==> config.mk <==
export PLATFORM = sky130hd
export DESIGN_NAME = keypad_scanner
export DESIGN_NICKNAME = d
export VERILOG_FILES = /design/src/rtl/keypad_pkg.sv /design/src/rtl/keypad_sync.sv /design/src/rtl/keypad_scanner.sv
export SDC_FILE = /design/constraint.sdc
export NUM_CORES = 1
export LEC_CHECK = 0
export ABC_AREA = 1
export CAP_MARGIN = 20
export CORE_MARGIN = 4
export CORE_UTILIZATION = 35
export CTS_BUF_LIST = sky130_fd_sc_hd__clkbuf_4
export DETAILED_ROUTE_END_ITERATION = 8
export GPL_ROUTABILITY_DRIVEN = 1
export HOLD_SLACK_MARGIN = 0.03
export PLACE_DENSITY = 0.61
export SYNTH_ARGS = -nofsm -noshare
export SYNTH_HDL_FRONTEND = slang
export SYNTH_SLANG_ARGS = --single-unit
==> constraint.sdc <==
create_clock -name clk -period 1.8 [get_ports clk]
set_input_delay 0.27 -clock clk [delete_from_list [all_inputs] [get_ports clk]]
set_output_delay 0.27 -clock clk [all_outputs]
set_load 0.02 [all_outputs]
==> src/rtl/keypad_pkg.sv <==
// rtl/keypad_pkg.sv - shared types and constants for the 4x4 keypad scanner
package keypad_pkg;

  typedef enum logic [1:0] {SCAN, DEBOUNCE, HELD, RELEASE} state_t;

  localparam logic [3:0] COL_IDLE = 4'b1110;

  // Indexed by {row, col}; entry 15 (r3/c3) is listed first.
  localparam logic [15:0][3:0] KEY_MAP = {
    4'hD, 4'hF, 4'h0, 4'hE,
    4'hC, 4'h9, 4'h8, 4'h7,
    4'hB, 4'h6, 4'h5, 4'h4,
    4'hA, 4'h3, 4'h2, 4'h1
  };

  // Lowest-numbered low row wins when several rows are pulled down together.
  function automatic logic [1:0] first_low(input logic [3:0] rows);
    logic [1:0] r;
    r = 2'd3;
    if (!rows[2]) r = 2'd2;
    if (!rows[1]) r = 2'd1;
    if (!rows[0]) r = 2'd0;
    return r;
  endfunction

endpackage

==> src/rtl/keypad_sync.sv <==
// rtl/keypad_sync.sv - 4-bit two-flop synchroniser, resets to all-ones (rows idle high)
module keypad_sync (
  input  logic       clk,
  input  logic       rst,
  input  logic [3:0] d,
  output logic [3:0] q
);

  logic [3:0] meta;

  always_ff @(posedge clk or posedge rst) begin
    if (rst) begin
      meta <= 4'hF;
      q    <= 4'hF;
    end else begin
      meta <= d;
      q    <= meta;
    end
  end

endmodule

==> src/rtl/keypad_scanner.sv <==
// rtl/keypad_scanner.sv - column scanner with debounced press/release detection for a 4x4 keypad
module keypad_scanner
  import keypad_pkg::*;
#(
  parameter int SCAN_DIV     = 50000,
  parameter int DEBOUNCE_CNT = 4
) (
  input  logic       clk,
  input  logic       rst,
  input  logic [3:0] row_n,
  output logic [3:0] col_n,
  output logic [3:0] key_code,
  output logic       key_valid,
  output logic       key_pressed
);

  localparam int PW = (SCAN_DIV > 1) ? $clog2(SCAN_DIV) : 1;
  localparam int CW = $clog2(DEBOUNCE_CNT + 1);
  localparam logic [PW-1:0] PS_LAST  = PW'(SCAN_DIV - 1);
  localparam logic [CW-1:0] CNT_DONE = CW'(DEBOUNCE_CNT);

  logic [3:0]    rows_s;
  logic [PW-1:0] prescaler;
  logic          tick;

  state_t        state, state_nxt;
  logic [1:0]    col_sel, col_sel_nxt;
  logic [1:0]    cand_row, cand_row_nxt;
  logic [3:0]    cand_code, cand_code_nxt;
  logic [CW-1:0] cnt, cnt_nxt;
  logic [3:0]    key_code_nxt;
  logic          key_valid_nxt;
  logic          confirm;
  logic [1:0]    pick_row;
  logic          any_low;
  logic          cand_low;

  keypad_sync u_sync (
    .clk (clk),
    .rst (rst),
    .d   (row_n),
    .q   (rows_s)
  );

  assign tick     = (prescaler == PS_LAST);
  assign any_low  = ~&rows_s;
  assign pick_row = first_low(rows_s);
  assign cand_low = ~rows_s[cand_row];

  always_ff @(posedge clk or posedge rst) begin
    if (rst) begin
      prescaler <= '0;
    end else if (tick) begin
      prescaler <= '0;
    end else begin
      prescaler <= prescaler + 1'b1;
    end
  end

  // Everything below only moves on a tick; between ticks the defaults hold state.
  always_comb begin
    state_nxt     = state;
    col_sel_nxt   = col_sel;
    cand_row_nxt  = cand_row;
    cand_code_nxt = cand_code;
    cnt_nxt       = cnt;
    key_code_nxt  = key_code;
    key_valid_nxt = key_valid;
    confirm       = 1'b0;
    if (tick) begin
      case (state)
        SCAN: begin
          if (any_low) begin
            cand_row_nxt  = pick_row;
            cand_code_nxt = KEY_MAP[{pick_row, col_sel}];
            cnt_nxt       = '0;
            state_nxt     = DEBOUNCE;
          end else begin
            col_sel_nxt = col_sel + 2'd1;
          end
        end
        DEBOUNCE: begin
          if (cand_low) begin
            cnt_nxt = cnt + 1'b1;
            if (cnt_nxt == CNT_DONE) begin
              state_nxt     = HELD;
              key_code_nxt  = cand_code;
              key_valid_nxt = 1'b1;
              confirm       = 1'b1;
            end
          end else begin
            state_nxt   = SCAN;
            col_sel_nxt = col_sel + 2'd1;
          end
        end
        HELD: begin
          if (!cand_low) begin
            cnt_nxt   = '0;
            state_nxt = RELEASE;
          end
        end
        RELEASE: begin
          if (!cand_low) begin
            cnt_nxt = cnt + 1'b1;
            if (cnt_nxt == CNT_DONE) begin
              key_valid_nxt = 1'b0;
              state_nxt     = SCAN;
              col_sel_nxt   = col_sel + 2'd1;
            end
          end else begin
            cnt_nxt   = '0;
            state_nxt = HELD;
          end
        end
        default: state_nxt = SCAN;
      endcase
    end
  end

  always_ff @(posedge clk or posedge rst) begin
    if (rst) begin
      state       <= SCAN;
      col_sel     <= 2'd0;
      col_n       <= COL_IDLE;
      cand_row    <= 2'd0;
      cand_code   <= 4'h0;
      cnt         <= '0;
      key_code    <= 4'h0;
      key_valid   <= 1'b0;
      key_pressed <= 1'b0;
    end else begin
      state       <= state_nxt;
      col_sel     <= col_sel_nxt;
      col_n       <= ~(4'b0001 << col_sel_nxt);
      cand_row    <= cand_row_nxt;
      cand_code   <= cand_code_nxt;
      cnt         <= cnt_nxt;
      key_code    <= key_code_nxt;
      key_valid   <= key_valid_nxt;
      key_pressed <= confirm;
    end
  end

endmodule

==> results_dict.tcl, run 1 <==
set metrics [dict create \
    synth_area_per_cell_um2 8.63 \
    insertedDiodeCount 0 \
    wl_met1_mm 2.12 \
    slew_headroom 0.701 \
    finalSetupViolations 0 \
    maxCapViolCount 0 \
    drc 0 \
    highest_layer "met4" \
    crit_chain "ha_1, nand2_1, nand3_1, nand2_1, inv_1, nor2_4, nand3_2, nand2_1, nand2_2, inv_2, nand2_1" \
    ys_types 32 \
    synth_top_area_share 0.376 \
    synth.area.top_cells "dfrtp_1 (38%), dfstp_2 (12%), nand2_1 (8.9%)" \
    r2r_slack_ns 0.15 \
    fin_skew_ns 0.00868 \
    tightest_slew_ns 0.449 \
    synth_warnings 0 \
    h-tree-depth 2 \
    cp-end-kind "flop" \
    grt_pass1_wl_mm 7.77 \
    cp_data_required_time_ns 2.07 \
    ant_nets 0 \
    hold_viol 0 \
    clk_pin_slew_ns 0.14 \
    overflow 0 \
    port_buffers 15 \
    finalCriticalPeriod_ns 1.65 \
    die_area_um2 8240 \
    power.density_nw_per_um2 644 \
    p_leak_nw 1.37 \
    fill_cells 655 \
    synth_top_cells_by_count "nand2_1 (57), inv_1 (39), dfrtp_1 (36)" \
    ys_seq_area_frac 0.496 \
    insertion_delay_ns 0.36 \
    peakVddDrop_uv 368 \
    cpMaxStageDelayCell "dfrtp_1" \
    stdcell_count 379 \
    num_rows 29 \
    outcome "finished clean" \
    wl_per_cell_um 11.2 \
    start_util 0.369 \
    regArea_um2 1190 \
    ys_seq_elements 47 \
    vias 1770 \
    viasPerCell 4.67 \
    fmax_mhz 607 \
    firstDrtPassIters 4 \
    syn_inst 278 \
    placed_area_um2 2670 \
    endpoint "col_n[0]$_DFF_PP0_" \
    regToRegStartpoint "cnt[0]$_DFFE_PP0P_" \
    io_pins 16 \
    cp-start-kind "flop" \
    numCtsBuffers 5 \
    slew_violations 0 \
    dieWidth_um 90.8 \
    critPathLaunch "cnt[0]$_DFFE_PP0P_" \
    final_layout_size_suffix_gt1_frac 0.182 \
    cp_common_cell "nand2_1" \
    cts_sinks 47 \
    syn_nets 291 \
    tritoncts "yes" \
    synth.largest_area_cell "dfrtp_1" \
    area_growth_pct 14.9 \
    async_reset_ff_frac 1.00 \
    clock-root-buffer "clkbuf_4" \
    rr_endpoint "col_n[0]$_DFF_PP0_" \
    critPathKind "reg -> reg" \
    post_cts_buffers 0 \
    ys.flop_type "dfrtp_1" \
    wl_met2_mm 1.94 \
    antenna_found_initial 0 \
    fin_crit_sh 0.915 \
    grt_max_degree 28 \
    cp.arrival_ns 1.92 \
    grt_pass1_vias 1794 \
    drt_wl_total_mm 4.26 \
    die_y_um 90.8 \
    syn_area_um2 2400 \
    cp_max_fo 4 \
    gp_congestion 0.904 \
    dp.final_hpwl_mm 3.17 \
    wl_met3_um 111 \
    fin_area_um2 2760 \
    drtIter0Drc 50 \
    fin_tns_setup_ns 0 \
    reg2regPathDepth 11 \
    grt_usage 0.113 \
    hold_class "in -> async" \
    critPathMaxStageDelay_ns 0.44 \
    core_area_um2 6490 \
    cts_buffer_depth 2 \
    synth-edff-count 0 \
    synthMostInstantiatedCell "nand2_1" \
    nets 314 \
    rsz0062_at_grt "no" \
    dp.cells 371 \
    multi_input_area_um2 1030 \
]
[final cells by class]
cell class	count	area share
flip-flops and latches	47	0.432
well taps	77	0.0350
clock buffers	5	0.0136
clock inverters	3	0.0154
repair buffers	16	0.0645
inverters	48	0.0658
multi-input cells	183	0.374
[critical path, delay by kind of cell (launching register included)]
family | cells | cell delay [ns]
buf+inv | 2 | 0.15
simple gates | 8 | 0.75
fa+ha+maj | 1 | 0.22
flops | 1 | 0.44
[placed cells by master, fill, tap and decap left out, types with 7 or more instances in the layout]
cell / instances
nand3_1: 13
nor2_1: 26
inv_1: 38
nand2_1: 56
ha_1: 7
clkdlybuf4s50_1: 12
inv_2: 9
dfstp_2: 11
a21oi_1: 8
o21ai_0: 12
dfrtp_1: 36
[where the power goes]
part	total (mW)	internal, mW	switching, mW
sequential	1.08	1.07	0.00509
clock	0.636	0.293	0.342
combinational	0.0613	0.0207	0.0406
[worst min path at each step]
stage | slack, ns | startpoint | depth (start not counted) | end
3_3_place_gp | 0.35 | u_sync.meta[1]$_DFF_PP1_ | 0 | u_sync.q[1]$_DFF_PP1_
4_1_cts | 0.22 | rst | 2 | key_pressed$_DFF_PP0_
3_5_place_dp | 0.35 | u_sync.meta[1]$_DFF_PP1_ | 0 | u_sync.q[1]$_DFF_PP1_
5_1_grt | 0.25 | rst | 2 | key_pressed$_DFF_PP0_
2_1_floorplan | 0.27 | row_n[0] | 0 | u_sync.meta[0]$_DFF_PP1_
6_report | 0.22 | rst | 2 | key_pressed$_DFF_PP0_
[layer usage]
metal | vias to the layer above | global-route usage
li1 | 923 | -
met1 | 818 | 0.145
met2 | 23 | 0.187
met3 | 6 | 0.0208
met4 | 0 | 0.0465
met5 | - | 0
[registers in the layout (all words and copies together), names as in the netlist, named ones only]
name,flops
cand_code,4
cand_row,2
cnt,3
col_n,4
col_sel,2
key_code,4
key_pressed,1
key_valid,1
prescaler,16
state,1
u_sync.meta,4
u_sync.q,4
[repair_timing]
| action | in CTS | in global routing |
|---|---|---|
| hold buffers | 0 | 0 |
| endpoints found under the setup margin | 0 | 4 |
| gates resized for setup | 0 | 4 |
| hold endpoints to repair | 0 | 0 |
[cells by family (layout without fill, tap and decap cells)]
| family | Yosys count | in the layout | share of synthesized area |
|---|---|---|---|
| and+or+nand+nor | 132 | 132 | 0.279 |
| buffers and inverters | 48 | 72 | 0.0756 |
| DFF | 47 | 47 | 0.496 |
| AOI/OAI and AO/OA | 37 | 37 | 0.0876 |
| adders and majority gates | 7 | 7 | 0.0365 |
| xor gates and xnor gates | 7 | 7 | 0.0256 |
[metrics by stage]
step | utilization | power, mW | setup WS (ns) | hold WS (ns)
2_1_floorplan | - | 1.13 | 0.294 | 0.274
3_3_place_gp | 0.410 | 1.16 | 0.205 | 0.347
3_5_place_dp | 0.410 | 1.16 | 0.162 | 0.347
4_1_cts | 0.423 | 1.81 | 0.00382 | 0.223
5_1_grt | 0.424 | 1.87 | 0.00520 | 0.249
6_report | 0.424 | 1.77 | 0.152 | 0.216
(Power assumes the default switching activity.)
==> inputs of run 2 (changes only) <==
--- a/config.mk
+++ b/config.mk
@@ -5,7 +5,6 @@
 export SDC_FILE = /design/constraint.sdc
 export NUM_CORES = 1
 export LEC_CHECK = 0
-export ABC_AREA = 1
 export CAP_MARGIN = 20
 export CORE_MARGIN = 4
 export CORE_UTILIZATION = 35
==> run 2 against run 1 <==
Clock skew down 0.00085 ns. Register-to-register slack worse by 0.23 ns. Sequential power hardly changed. Design area up 10%. Routed wire length shrank 1.7%. Worst setup slack worse by 0.23 ns. Maximum frequency shrank 12%. Worst hold slack worse by 0.041 ns. Count of clock-buffer cells in the layout grew 2. Synthesized area shrank 5.9%. Die area is 5.4% lower. The run now ends with setup timing left.
==> results_dict.tcl, run 2 <==
set metrics [dict create \
    outcome "complete, but fails checks" \
    violations "setup timing" \
    die_area_um2 7790 \
    cp_max_fo 3 \
    fin_crit_sh 1.04 \
    synth_top_area_share 0.399 \
    overflow 0 \
    grt_usage 0.113 \
    numCtsBuffers 5 \
    met2_usage 0.166 \
    power.density_nw_per_um2 547 \
    synth_top_cells_by_count "dfrtp_1 (36), nor2_1 (18), nand3_1 (14)" \
    fmax_mhz 533 \
    fin_tns_setup_ns -0.443 \
    critPathKind "reg -> reg" \
    p_leak_nw 1.37 \
    slew_violations 0 \
    nets 271 \
    finalSetupViolations 8 \
    mostFrequentLayoutCells "buf_4 (42), dfrtp_1 (36), nor2_1 (16), clkdlybuf4s50_1 (14), dfstp_2 (11)" \
    power_frac_clock 0.297 \
    drc 0 \
    rsz0062_at_grt "yes" \
    clk_pin_slew_ns 0.13 \
    grt-busiest-layer "met2" \
    final_layout_size_suffix_gt1_frac 0.405 \
    insertedDiodeCount 0 \
    p_sw_mw 0.363 \
    grt_max_degree 19 \
    stdcell_count 334 \
    r2r_slack_ns -0.07 \
    ys.flop_type "dfrtp_1" \
    grt.met3_usage 0.0279 \
    clock-root-buffer "clkbuf_4" \
    fill_cells 550 \
    hold_buffers 0 \
    ys_seq_elements 47 \
    synth_top_family_by_area "simple AND/OR/NAND/NOR gates" \
    syn_nets 205 \
    antenna_found_initial 0 \
    ys_seq_area_frac 0.527 \
    intPower_mw 1.30 \
    maxCapViolCount 0 \
    grt_pass1_wl_mm 6.76 \
    die_y_um 88.3 \
    synth_area_per_cell_um2 11.7 \
    fin_skew_ns 0.00783 \
    fin_hold_ws_ns 0.175 \
    dieWidth_um 88.3 \
    cts_buffer_depth 2 \
    synth.largest_area_cell "dfrtp_1" \
    synthMuxAreaShare 0.0693 \
    vias 1578 \
    firstDrtPassIters 4 \
    grt_pass1_vias 1464 \
    h-tree-depth 2 \
    syn_area_um2 2260 \
    viasPerCell 4.72 \
    cp-start-kind "flop" \
    num_rows 28 \
    drtIter0Drc 26 \
    synth-simple-area-share 0.190 \
    cp_data_required_time_ns 2.05 \
    hold_viol 0 \
    insertion_delay_ns 0.35 \
    sequentialPowerShare 0.646 \
    dp.cells 315 \
    cts_sinks 47 \
    core_area_um2 6100 \
    design_power_total_mw 1.67 \
    area_growth_pct 34.9 \
    grtUsageMet1 0.159 \
    start_util 0.370 \
    hold_class "in -> async" \
    cp-end-kind "flop" \
    combPwrFrac 0.056 \
    drt_wl_total_mm 4.18 \
    ys_types 46 \
    rr_endpoint "key_code[2]$_DFFE_PP0P_" \
    port_buffers 15 \
    cp.arrival_ns 2.13 \
    finalCriticalPeriod_ns 1.87 \
    final_util 0.499 \
    dp.final_hpwl_mm 3.02 \
    largest_reg_flops 16 \
    fin_ws_ns -0.0749 \
    slew_headroom 0.687 \
    regToRegStartpoint "prescaler[11]$_DFF_PP0_" \
    synth_warnings 0 \
    final_common_cell "buf_4" \
    wl_per_cell_um 12.5 \
    synth.area.top_cells "dfrtp_1 (40%), dfstp_2 (13%), ha_1 (3.9%)" \
    synthMostInstantiatedCell "dfrtp_1" \
    synth_xor_area_frac 0.0621 \
    synth_compound_area_frac 0.0793 \
    ant_nets 0 \
    async_reset_ff_frac 1.00 \
    tritoncts "yes" \
    peakVddDrop_uv 311 \
    synth-adder-area-share 0.0388 \
    gp_congestion 0.793 \
    synth-edff-count 0 \
    sw_frac_of_total 0.218 \
    reg2regPathDepth 5 \
    io_pins 16 \
    tightest_slew_ns 0.469 \
    regMostFlops "prescaler" \
    syn_inst 192 \
]
-- run 2: cell types whose count changed after synthesis, sizes merged, moves of 8 or more --
| cell | delta |
|---|---|
| nand2 | -54 |
| o21ai | -9 |
| nor2 | -18 |
| mux2 | +8 |
| xnor2 | +8 |
| inv | -40 |
-- run 2: layout make-up --
class | instances | area [um^2] | area share
clock inverter | 1 | 5.00 | 0.00164
inverter | 8 | 30.0 | 0.00986
timing repair buffer | 65 | 569 | 0.187
tap | 75 | 93.8 | 0.0308
sequential | 47 | 1190 | 0.391
multi-input combinational | 131 | 1100 | 0.363
clock buffer | 7 | 52.6 | 0.0173
-- run 2: metrics by stage --
stage | setup slack [ns] | cell area (um^2)
after CTS | -0.0831 | 2870
after global routing | -0.137 | 3040
after detailed placement | -0.0785 | 2780
after floorplan | -0.121 | 2270
after global placement | -0.0450 | 2780
final | -0.0749 | 3040
-- run 2: layer usage --
metal  vias up  share of wire
li1        810              -
met1       740           0.50
met2        21           0.45
met3         7          0.032
met4         0          0.020
met5         -              0
-- run 2: logic make-up (layout without fill, tap and decap cells) --
| family | count (synthesis) | in the layout |
|---|---|---|
| mux | 13 | 13 |
| buf+inv | 14 | 81 |
| simple gates | 68 | 68 |
| compound gates | 27 | 27 |
| fa+ha+maj | 7 | 7 |
| flops | 47 | 47 |
| xor+xnor | 16 | 16 |
-- run 2: how the worst max path moves through the flow --
stage	startpoint	to	cells past startpoint	slack [ns]
3_5_place_dp	prescaler[5]$_DFF_PP0_	key_code[0]$_DFFE_PP0P_	5	-0.08
4_1_cts	prescaler[11]$_DFF_PP0_	key_code[2]$_DFFE_PP0P_	5	-0.08
6_report	prescaler[11]$_DFF_PP0_	key_code[2]$_DFFE_PP0P_	5	-0.07
5_1_grt	prescaler[11]$_DFF_PP0_	cand_row[0]$_DFFE_PP0P_	6	-0.14
2_1_floorplan	u_sync.q[2]$_DFF_PP1_	cnt[2]$_DFFE_PP0P_	6	-0.12
3_3_place_gp	prescaler[5]$_DFF_PP0_	key_code[0]$_DFFE_PP0P_	5	-0.05
-- run 2: critical path, cell delays in order, from the launching register on --
cell	delay (ns)
dfrtp_1	0.44
nor4b_4	0.35
nand4b_4	0.17
nor4_4	0.34
buf_4	0.18
mux2_4	0.29
-- run 2: power groups by stage --
stage | Sequential, mW | Clock (mW) | Combinational (mW)
2_1_floorplan | 1.09 | 0 | 0.0436
3_3_place_gp | 1.10 | 0 | 0.0753
3_5_place_dp | 1.10 | 0 | 0.0761
4_1_cts | 1.08 | 0.526 | 0.0770
5_1_grt | 1.08 | 0.560 | 0.103
6_report | 1.08 | 0.496 | 0.0935
-- run 2: timing repair --
item	in CTS	in global routing
gates resized for setup	5	24
setup buffers	1	9
gates cloned	0	1
endpoints found under the hold margin	0	0
setup endpoints to repair	7	20
pin swaps	3	2
==> inputs of run 3 (changes only) <==
--- a/config.mk
+++ b/config.mk
@@ -5,6 +5,7 @@
 export SDC_FILE = /design/constraint.sdc
 export NUM_CORES = 1
 export LEC_CHECK = 0
+export ABC_CLOCK_PERIOD_IN_PS = 1800
 export CAP_MARGIN = 20
 export CORE_MARGIN = 4
 export CORE_UTILIZATION = 35
@@ -13,6 +14,7 @@
 export GPL_ROUTABILITY_DRIVEN = 1
 export HOLD_SLACK_MARGIN = 0.03
 export PLACE_DENSITY = 0.61
+export RECOVER_POWER = 100
 export SYNTH_ARGS = -nofsm -noshare
 export SYNTH_HDL_FRONTEND = slang
 export SYNTH_SLANG_ARGS = --single-unit
==> run 3 against run 2 <==
The run still ends with setup timing left. Register-to-register slack about the same. Clock skew is 0.0015 ns lower. Design area shrank 2.2%. Sequential cell count unchanged. Utilization is 1.1 points lower. Final cell count did not move. Global-route usage did not move.
==> results_dict.tcl, run 3 (synthesized netlist as in run 2, its figures left out) <==
set metrics [dict create \
    cp_num_buf_inv 1 \
    drt_wl_total_mm 4.19 \
    fin_hold_ws_ns 0.356 \
    fin_crit_sh 1.04 \
    vias 1593 \
    violations "setup timing" \
    cp-start-kind "flop" \
    tritoncts "yes" \
    cp_data_required_time_ns 2.05 \
    fmax_mhz 534 \
    nets 271 \
    area_growth_pct 32.0 \
    numCtsBuffers 5 \
    power.density_nw_per_um2 556 \
    rsz0062_at_grt "yes" \
    crit_chain "nor4b_4, nand4b_4, nor4_4, buf_4, mux2_4" \
    critPathMaxStageDelay_ns 0.43 \
    firstDrtPassIters 4 \
    outcome "complete, but fails checks" \
    drc 0 \
    gp_congestion 0.793 \
    final_layout_size_suffix_gt1_frac 0.367 \
    num_rows 28 \
    cts_buffer_depth 2 \
    drtIter0Drc 34 \
    rr_endpoint "key_code[2]$_DFFE_PP0P_" \
    viasPerCell 4.77 \
    regMostFlops "prescaler" \
    dieWidth_um 88.3 \
    die_area_um2 7790 \
    critPathKind "reg -> reg" \
    start_util 0.370 \
    h-tree-depth 2 \
    mostFrequentLayoutCells "dfrtp_1 (36), buf_4 (36), nor2_1 (17), dfstp_2 (11), dlygate4sd3_1 (11)" \
    antenna_found_initial 0 \
    peakVddDrop_uv 307 \
    die_y_um 88.3 \
    overflow 0 \
    cts_sinks 47 \
    maxCapViolCount 0 \
    insertion_delay_ns 0.35 \
    hold_viol 0 \
    cpMaxStageDelayCell "dfrtp_1" \
    grt_max_degree 19 \
    design_power_total_mw 1.65 \
    hold_class "in -> async" \
    cp-end-kind "flop" \
    grt_pass1_vias 1464 \
    fin_tns_setup_ns -0.424 \
    ant_nets 0 \
    grt_pass1_wl_mm 6.76 \
    insertedDiodeCount 0 \
    io_pins 16 \
    cp.arrival_ns 2.12 \
    grt_usage 0.113 \
    critPathLaunch "prescaler[11]$_DFF_PP0_" \
    slew_violations 0 \
    slew_headroom 0.379 \
    final_util 0.489 \
    critPathTopFamily "simple AND/OR/NAND/NOR gates" \
    fin_skew_ns 0.00635 \
    finalCriticalPeriod_ns 1.87 \
    clock-root-buffer "clkbuf_4" \
    wl_per_cell_um 12.6 \
    finalSetupViolations 8 \
    clk_pin_slew_ns 0.13 \
    reg2regPathDepth 5 \
    tightest_slew_ns 0.932 \
    cp_max_fo 3 \
    r2r_slack_ns -0.07 \
    dp.final_hpwl_mm 3.02 \
    port_buffers 15 \
    p_leak_nw 1.36 \
    core_area_um2 6100 \
    fin_ws_ns -0.0720 \
    largest_reg_flops 16 \
    regToRegStartpoint "prescaler[11]$_DFF_PP0_" \
]
==> run 3: cell types whose count changed in the layout (fill, tap and decap cells not counted), sizes merged <==
| cell | change |
|---|---|
| buf | -8 |
| dlymetal6s2s | -1 |
| clkdlybuf4s50 | -11 |
| dlygate4sd3 | +11 |
| clkbuf | +9 |
==> run 3: worst max-delay path by stage <==
stage | end | cells after the start
floorplan | cnt[2]$_DFFE_PP0P_ | 6
global placement | key_code[0]$_DFFE_PP0P_ | 5
detailed placement | key_code[0]$_DFFE_PP0P_ | 5
CTS | key_code[2]$_DFFE_PP0P_ | 5
global route | cand_row[0]$_DFFE_PP0P_ | 6
finish | key_code[2]$_DFFE_PP0P_ | 5
==> run 3: layout make-up <==
type | count | area [um^2]
sequential | 47 | 1190
timing repair buffer | 65 | 505
inverter | 8 | 30.0
fill | 565 | 3120
clock inverter | 1 | 5.00
tap | 75 | 93.8
clock buffer | 7 | 52.6
multi-input combinational | 131 | 1100
==> run 3: where the power goes <==
| part | internal (mW) | leakage, nW | switching (mW) |
|---|---|---|---|
| Sequential | 1.07 | 0.604 | 0.00465 |
| Combinational | 0.0373 | 0.715 | 0.0443 |
| Clock | 0.183 | 0.0361 | 0.313 |
| Total | 1.29 | 1.36 | 0.362 |
==> run 3: repair_timing <==
| item | 4_1_cts | 5_1_grt |
|---|---|---|
| endpoints found under the hold margin | 0 | 0 |
| pin swaps | 3 | 2 |
| cloned | 0 | 1 |
| gates resized for setup | 5 | 24 |
| hold buffers | 0 | 0 |
| setup buffers | 1 | 9 |
| setup endpoints to repair | 7 | 20 |
==> run 3: metal layers <==
metal / track usage / wire length [um] / vias up
met1: 0.159 / 2070 / 753
met2: 0.166 / 1910 / 21
met3: 0.0279 / 129 / 7
met4: 0.0508 / 82 / 0
li1: - / - / 812
met5: 0 / 0 / -
==> run 3: metrics by stage <==
step / instance area, um^2 / std cells / worst slack [ns]
4_1_cts: 2870 / 324 / -0.0831
5_1_grt: 2980 / 334 / -0.137
3_5_place_dp: 2780 / 315 / -0.0785
2_1_floorplan: 2270 / 192 / -0.121
3_3_place_gp: 2780 / 315 / -0.0450
6_report: 2980 / 334 / -0.0720
